$ cat src/rtl/irq_line_conditioner.sv
// irq_line_conditioner
//
// Conditions the raw peripheral interrupt lines before they reach the PLIC.
// Each line is synchronized into the clock domain. The GPIO In line is also
// glitch-filtered. Each line is then either passed as a level or turned into
// a stretched pulse on its rising edge.
//
// Ports:
//   clock_i            system clock
//   reset_i            synchronous active-high reset
//   gpioin_irq_i       GPIO In interrupt (asynchronous)   -> plic_irq_o[1]
//   tim0_irq_i         Timer 0 interrupt                  -> plic_irq_o[2]
//   tim1_irq_i         Timer 1 interrupt                  -> plic_irq_o[3]
//   uart_irq_i         UART interrupt                     -> plic_irq_o[4]
//   hls_irq_i          HLS core interrupt                 -> plic_irq_o[5]
//   cdma_irq_i         CDMA interrupt                     -> plic_irq_o[6]
//   plic_irq_o[31:0]   PLIC source vector, registered (bits 0 and 7..31 are tied to 0)
//
// Optional feature, macro IRQ_LINE_COUNTERS_EN. It adds one rising-edge event
// counter per line and these ports:
//   irq_count_clear_i  clears all event counters (wins over a coincident edge)
//   irq_count_sel_i    PLIC line select (1..6 mapped, others read 0)
//   irq_count_o        registered counter value for the selected line

module irq_line_conditioner #(
    parameter int          SYNC_STAGES       = 2,
    parameter int          FILTER_CYCLES     = 8,
    parameter int          PULSE_HOLD_CYCLES = 4,
    parameter logic [31:0] EDGE_MASK         = 32'h0000_0040
) (
    input  logic        clock_i,
    input  logic        reset_i,
    input  logic        gpioin_irq_i,
    input  logic        tim0_irq_i,
    input  logic        tim1_irq_i,
    input  logic        uart_irq_i,
    input  logic        hls_irq_i,
    input  logic        cdma_irq_i,
    output logic [31:0] plic_irq_o
`ifdef IRQ_LINE_COUNTERS_EN
    ,
    input  logic        irq_count_clear_i,
    input  logic [4:0]  irq_count_sel_i,
    output logic [15:0] irq_count_o
`endif
);

    localparam int FW = $clog2(FILTER_CYCLES + 1);
    localparam int HW = $clog2(PULSE_HOLD_CYCLES + 1);
    localparam logic [FW-1:0] FILT_LAST = FW'(FILTER_CYCLES - 1);
    localparam logic [HW-1:0] HOLD_LOAD = HW'(PULSE_HOLD_CYCLES);
    localparam logic [HW-1:0] HOLD_ONE  = HW'(1);

    logic [6:1]                  raw;
    logic [SYNC_STAGES-1:0][6:1] sync_p;
    logic [6:1]                  synced;
    logic                        filt_q;
    logic [FW-1:0]               fcnt;
    logic [6:1]                  cond;
    logic [6:1]                  prev_p1;
    logic [6:1]                  rise;
    logic [HW-1:0]               hcnt [1:6];
    logic [6:1]                  plic_next;

    assign raw    = {cdma_irq_i, hls_irq_i, uart_irq_i, tim1_irq_i, tim0_irq_i, gpioin_irq_i};
    assign synced = sync_p[SYNC_STAGES-1];

    // Synchronizer: stage 0 takes the raw lines, the last stage feeds logic.
    always_ff @(posedge clock_i) begin
        if (reset_i) begin
            sync_p <= '0;
        end else begin
            sync_p <= {sync_p[SYNC_STAGES-2:0], raw};
        end
    end

    // GPIO glitch filter: the line changes only after FILTER_CYCLES
    // consecutive cycles of disagreement. Any agreement restarts the count.
    always_ff @(posedge clock_i) begin
        if (reset_i) begin
            filt_q <= 1'b0;
            fcnt   <= '0;
        end else if (synced[1] != filt_q) begin
            if (fcnt == FILT_LAST) begin
                filt_q <= synced[1];
                fcnt   <= '0;
            end else begin
                fcnt <= fcnt + 1'b1;
            end
        end else begin
            fcnt <= '0;
        end
    end

    assign cond = {synced[6:2], filt_q};
    assign rise = cond & ~prev_p1;

    // Edge detect history and pulse hold counters (edge reloads = retrigger).
    always_ff @(posedge clock_i) begin
        if (reset_i) begin
            prev_p1 <= '0;
            for (int k = 1; k <= 6; k++) begin
                hcnt[k] <= '0;
            end
        end else begin
            prev_p1 <= cond;
            for (int k = 1; k <= 6; k++) begin
                if (rise[k]) begin
                    hcnt[k] <= HOLD_LOAD;
                end else if (hcnt[k] != '0) begin
                    hcnt[k] <= hcnt[k] - 1'b1;
                end
            end
        end
    end

    // Edge lines stay high for the load cycle plus while hcnt > 1, which
    // totals PULSE_HOLD_CYCLES cycles of output.
    always_comb begin
        plic_next = '0;
        for (int k = 1; k <= 6; k++) begin
            plic_next[k] = EDGE_MASK[k] ? (rise[k] | (hcnt[k] > HOLD_ONE)) : cond[k];
        end
    end

    // Output register
    always_ff @(posedge clock_i) begin
        if (reset_i) begin
            plic_irq_o <= '0;
        end else begin
            plic_irq_o <= {25'b0, plic_next, 1'b0};
        end
    end

`ifdef IRQ_LINE_COUNTERS_EN
    logic [15:0] evt_cnt [1:6];

    // Saturating event counters; clear has priority over a same-cycle edge.
    always_ff @(posedge clock_i) begin
        if (reset_i || irq_count_clear_i) begin
            for (int k = 1; k <= 6; k++) begin
                evt_cnt[k] <= '0;
            end
        end else begin
            for (int k = 1; k <= 6; k++) begin
                if (rise[k] && (evt_cnt[k] != 16'hFFFF)) begin
                    evt_cnt[k] <= evt_cnt[k] + 16'd1;
                end
            end
        end
    end

    // Registered read-out
    always_ff @(posedge clock_i) begin
        if (reset_i) begin
            irq_count_o <= '0;
        end else begin
            case (irq_count_sel_i)
                5'd1:    irq_count_o <= evt_cnt[1];
                5'd2:    irq_count_o <= evt_cnt[2];
                5'd3:    irq_count_o <= evt_cnt[3];
                5'd4:    irq_count_o <= evt_cnt[4];
                5'd5:    irq_count_o <= evt_cnt[5];
                5'd6:    irq_count_o <= evt_cnt[6];
                default: irq_count_o <= '0;
            endcase
        end
    end
`endif

endmodule

$ cat config.mk
export PLATFORM = sky130hd
export DESIGN_NAME = irq_line_conditioner
export DESIGN_NICKNAME = d
export VERILOG_FILES = /design/src/rtl/irq_line_conditioner.sv
export SDC_FILE = /design/constraint.sdc
export NUM_CORES = 1
export LEC_CHECK = 0
export CAP_MARGIN = 20
export CORE_UTILIZATION = 47
export DETAILED_ROUTE_END_ITERATION = 6
export GPL_ROUTABILITY_DRIVEN = 0
export GPL_TIMING_DRIVEN = 1
export PLACE_DENSITY = 0.9
export SYNTH_ARGS = -nofsm -noshare
export SYNTH_HDL_FRONTEND = slang
export SYNTH_SLANG_ARGS = --single-unit
$ cat constraint.sdc
create_clock -name clock_i -period 2.3 [get_ports clock_i]
set_input_delay 0.575 -clock clock_i [delete_from_list [all_inputs] [get_ports clock_i]]
set_output_delay 0.575 -clock clock_i [all_outputs]
set_load 0.05 [all_outputs]
---- Word-level counts from Yosys, hierarchy flattened ----
Memories as Yosys holds them, arrays and structs flattened.
Index checks and enable logic that the tools add are counted.
storage, ports and cells
  flip-flop bits (word level) ............. 55
  memory bits (writable) .................. 18
  bits of input ports ..................... 8
  output and inout port bits .............. 32
  word-level logic and storage cells ...... 98
  memories kept ........................... 1
operators by class
  add/subtract/negate cells ............... 7
  $lt $le $gt $ge ......................... 1
  equal/unequal tests ..................... 2
  muxes and demuxes ....................... 56
  bitwise operators ....................... 16
  reduce and logical (&&, ||, !) cells .... 8
memory list
  name  depth  width  rd ports  clocked after memory_dff  write ports  line  source
  hcnt  6      3      6         0                         6            62    logic [HW-1:0] hcnt [1:6];
operators with widths
  kind                 number
  $mux 1               44
  $mux 3               12
  $reduce_bool 3->1    6
  $sub 3x1->3 const B  6
  $or 1x1->1           13
  $and 6x6->6          1
  $not 6->6            1
  $add 4x1->4 const B  1
  $eq 4x3->1 const B   1
  $gt 3x1->1 const B   1
  $reduce_or 3->1      1
  $reduce_and 2->1     1
  $ne 1x1->1           1
  $not 1->1            1

---- Logic depth before layout (Yosys ltp) ----
  depth in word-level cells ............... 7
  mapped depth ............................ 5
  mapped depth without buffers ............ 5

---- Worst setup path before layout ----
No wires, ideal clock.
  path kind ............................... register to register
  start ................................... reg, netlist name hcnt[0][18]
  end ..................................... reg, netlist name hcnt[0][18]
  setup time .............................. 0.302 ns
  data arrival time ....................... 1.007 ns
  required time ........................... 1.998 ns
  path slack .............................. 0.991 ns
  cell stages (with the launch flop) ...... 5
  buffers on the path ..................... 0
  period minus slack after synthesis ...... 1.309 ns
  cells stage by stage .................... edfxtp_1 -> inv_1 -> ha_1 -> and2b_1 -> nand2_1

==> results <==
## Yosys cell counts
library cell  number
a21oi_1            3
xor2_1             3
ha_1               4
edfxtp_1           3
nor4_4             2
nor2b_1           17
mux2i_1            1
inv_1              4
nand3b_1           2
and2b_1            2
o21bai_1           1
buf_4             32
nor2_1             6
nand2_1            1
and3b_1            1
conb_1             1
nand3_1            1
dfxtp_1           24
or3_1              1
and2b_2            1
buf_2              1
## worst paths after layout
check / to / slack, ns
worst max-delay path: plic_irq_o[1] / 0.28
worst min-delay path: synced[3] / 0.45
worst max register to register: hcnt[0][18] / 0.88
worst min register to register: synced[3] / 0.45
## layer usage
layer  global-route usage, %  up-vias  wire [µm]
met4                    6.76        0          0
li1                        -      312          -
met2                    17.1       27        685
met1                    13.7      274        537
met3                    1.75        0         71
met5                       0        -          0
## flip-flops by register name, summed over array words and instances (netlist names)
| signal | flops |
|---|---|
| filt_q | 1 |
| synced | 6 |
| plic_irq_o | 1 |
| sync_p | 6 |
| hcnt | 3 |
| fcnt | 4 |
| prev_p1 | 6 |
## final cells by class
type	count	area, µm²	share of cell area (%)
clock buffer	3	22.5	1.83
clock inverter	1	5.00	0.406
inverter	4	15.0	1.22
multi-input combinational	72	440	35.7
sequential	27	571	46.2
tap	28	35.0	2.84
timing repair buffer	15	145	11.8
## kinds of logic after synthesis
| kind of cell | count (synthesis) | synth area share (%) |
|---|---|---|
| AO/OA/AOI/OAI | 4 | 1.91 |
| XOR/XNOR | 3 | 2.23 |
| adder cells (fa/ha/maj) | 4 | 4.25 |
| buffers and inverters | 37 | 22.1 |
| flip-flops | 27 | 48.5 |
| multiplexers | 1 | 0.850 |
| other | 1 | 0.319 |
| AND/OR/NAND/NOR | 34 | 19.9 |
## stage by stage
stage          hold WS (ns)  setup WS [ns]  cells  total power, mW  instance area, µm²
5_1_grt               0.470          0.229    150             1.14                1230
3_3_place_gp          0.419          0.584    146            0.889                1210
3_5_place_dp          0.424          0.526    146            0.905                1210
2_1_floorplan         0.414          0.991    136            0.876                1270
6_report              0.449          0.279    150             1.08                1230
4_1_cts               0.455          0.266    150             1.09                1230
## report_power, final
| group | leakage (nW) | internal, mW | total (mW) | switching, mW |
|---|---|---|---|---|
| Combinational | 0.307 | 0.106 | 0.337 | 0.231 |
| Clock | 0.0177 | 0.0649 | 0.188 | 0.123 |
| Sequential | 0.230 | 0.530 | 0.558 | 0.0274 |
## cell usage in the layout, fill, tap and decap left out
cell	Yosys	routed
a21oi_1	3	3
and2b_1	2	2
and2b_2	1	1
and3b_1	1	1
buf_4	32	2
clkbuf_4	0	3
clkdlybuf4s50_1	0	13
clkinv_2	0	1
conb_1	1	26
dfxtp_1	24	24
edfxtp_1	3	3
ha_1	4	4
inv_1	4	4
mux2i_1	1	1
nand2_1	1	1
nand3_1	1	1
nand3b_1	2	2
nor2_1	6	6
nor2b_1	17	17
nor4_4	2	2
o21bai_1	1	1
or3_1	1	1
xor2_1	3	3
==> flow_summary.toml <==
[outcome]
status = "finished clean"

[yosys]
ys_types = 21
ys_ff_latch = 27
synthCells = 111
synth_top_area_cell = "dfxtp_1"
yosysWarnings = 0
netlist_area_um2 = 1180
ys_seq_area_share_pct = 48.5
yosysTopAreaCellShare_pct = 40.8
synth.area.top_cells = "dfxtp_1 41%, buf_4 20%, nor2b_1 9.0%"
syn-mean-instance-area_um2 = 10.6

[worst_setup_path]
worst_r2r_startpoint = "hcnt[0][18]"
path_cells = "clkdlybuf4s50_1"
critPathTopFamily = "buffers and inverters"
cpPeakStageDelay_ns = 0.80
crit_fanout = 1
endpoint_kind = "output port"
critPathKind = "reg2out"
critPathBufInv = 1
required_ns = 1.73
critPathSlowestCell = "clkdlybuf4s50_1"
critical_path_arrival_ns = 1.45
cp-start-kind = "register"
cp.depth = 1
startpoint = "prev_p1[1]"
r2r_cells = 4

[route]
ant_nets = 0
wl_per_cell_um = 8.63
vias = 613
drt-pass1-iter-count = 4
drc_errors = 0
drt-initial-drc-count = 27
wl_mm = 1.29
viasPerCell = 4.09

[clock_tree]
cts_setup_buffers = 0
clockBufferDepth = 2
cts_root_buf = "clkbuf_4"
postCtsHoldBufs = 0
htreeDepth = 1
cts_resized = 0
clkSlewWorstSetupHoldPaths_ns = 0.13
clk_latency_ns = 0.31
cts_tree = "yes"
cts_buffers = 3
clock_sinks = 27

[place]
portBuffers = 13
dp_hpwl_mm = 1.06

[floorplan]
initial_utilization_pct = 51.7
coreArea_um2 = 2280
ios = 40
dieArea_um2 = 2710
rows = 17
die_w_um = 52.1
die_h_um = 52.1

[grt]
grt_max_degree = 16
grt_pass1_vias = 529
grtUsageTotal_pct = 10.9
grt_pass1_wl_mm = 2.17
grt_overflow = 0
antenna_found_initial = 0

[hold_path]
whs_path_depth = 1
worstHoldStart = "sync_p[2]"
hold_path_class = "reg2reg"

[power]
power_density_nw_per_um2 = 878
p_leak_nw = 0.555
ir_drop_v = 0.000591

[cells_and_area]
n_fill_cell = 193
syn_to_final_growth_pct = 4.78
final_util_pct = 54.2
num-nets-final = 135
num_antenna_cells = 0
drive_above_1_share_pct = 7.38

[flow_run]
drv_cap = 0

[timing]
skew_ns = 0.00352
finalCriticalPeriod_ns = 2.02
finalMaxSlewViolations = 0
finalCritPeriodShare_pct = 87.9
max_freq_ghz = 0.495
worst_slew_pin_slew_ns = 0.502
rsz0062_at_grt = "false"
slew_headroom_pct = 66.4
setup_viol = 0
hold_viol_final = 0
fin_setup_tns_ns = 0
Power figures use the tool's default switching activity.
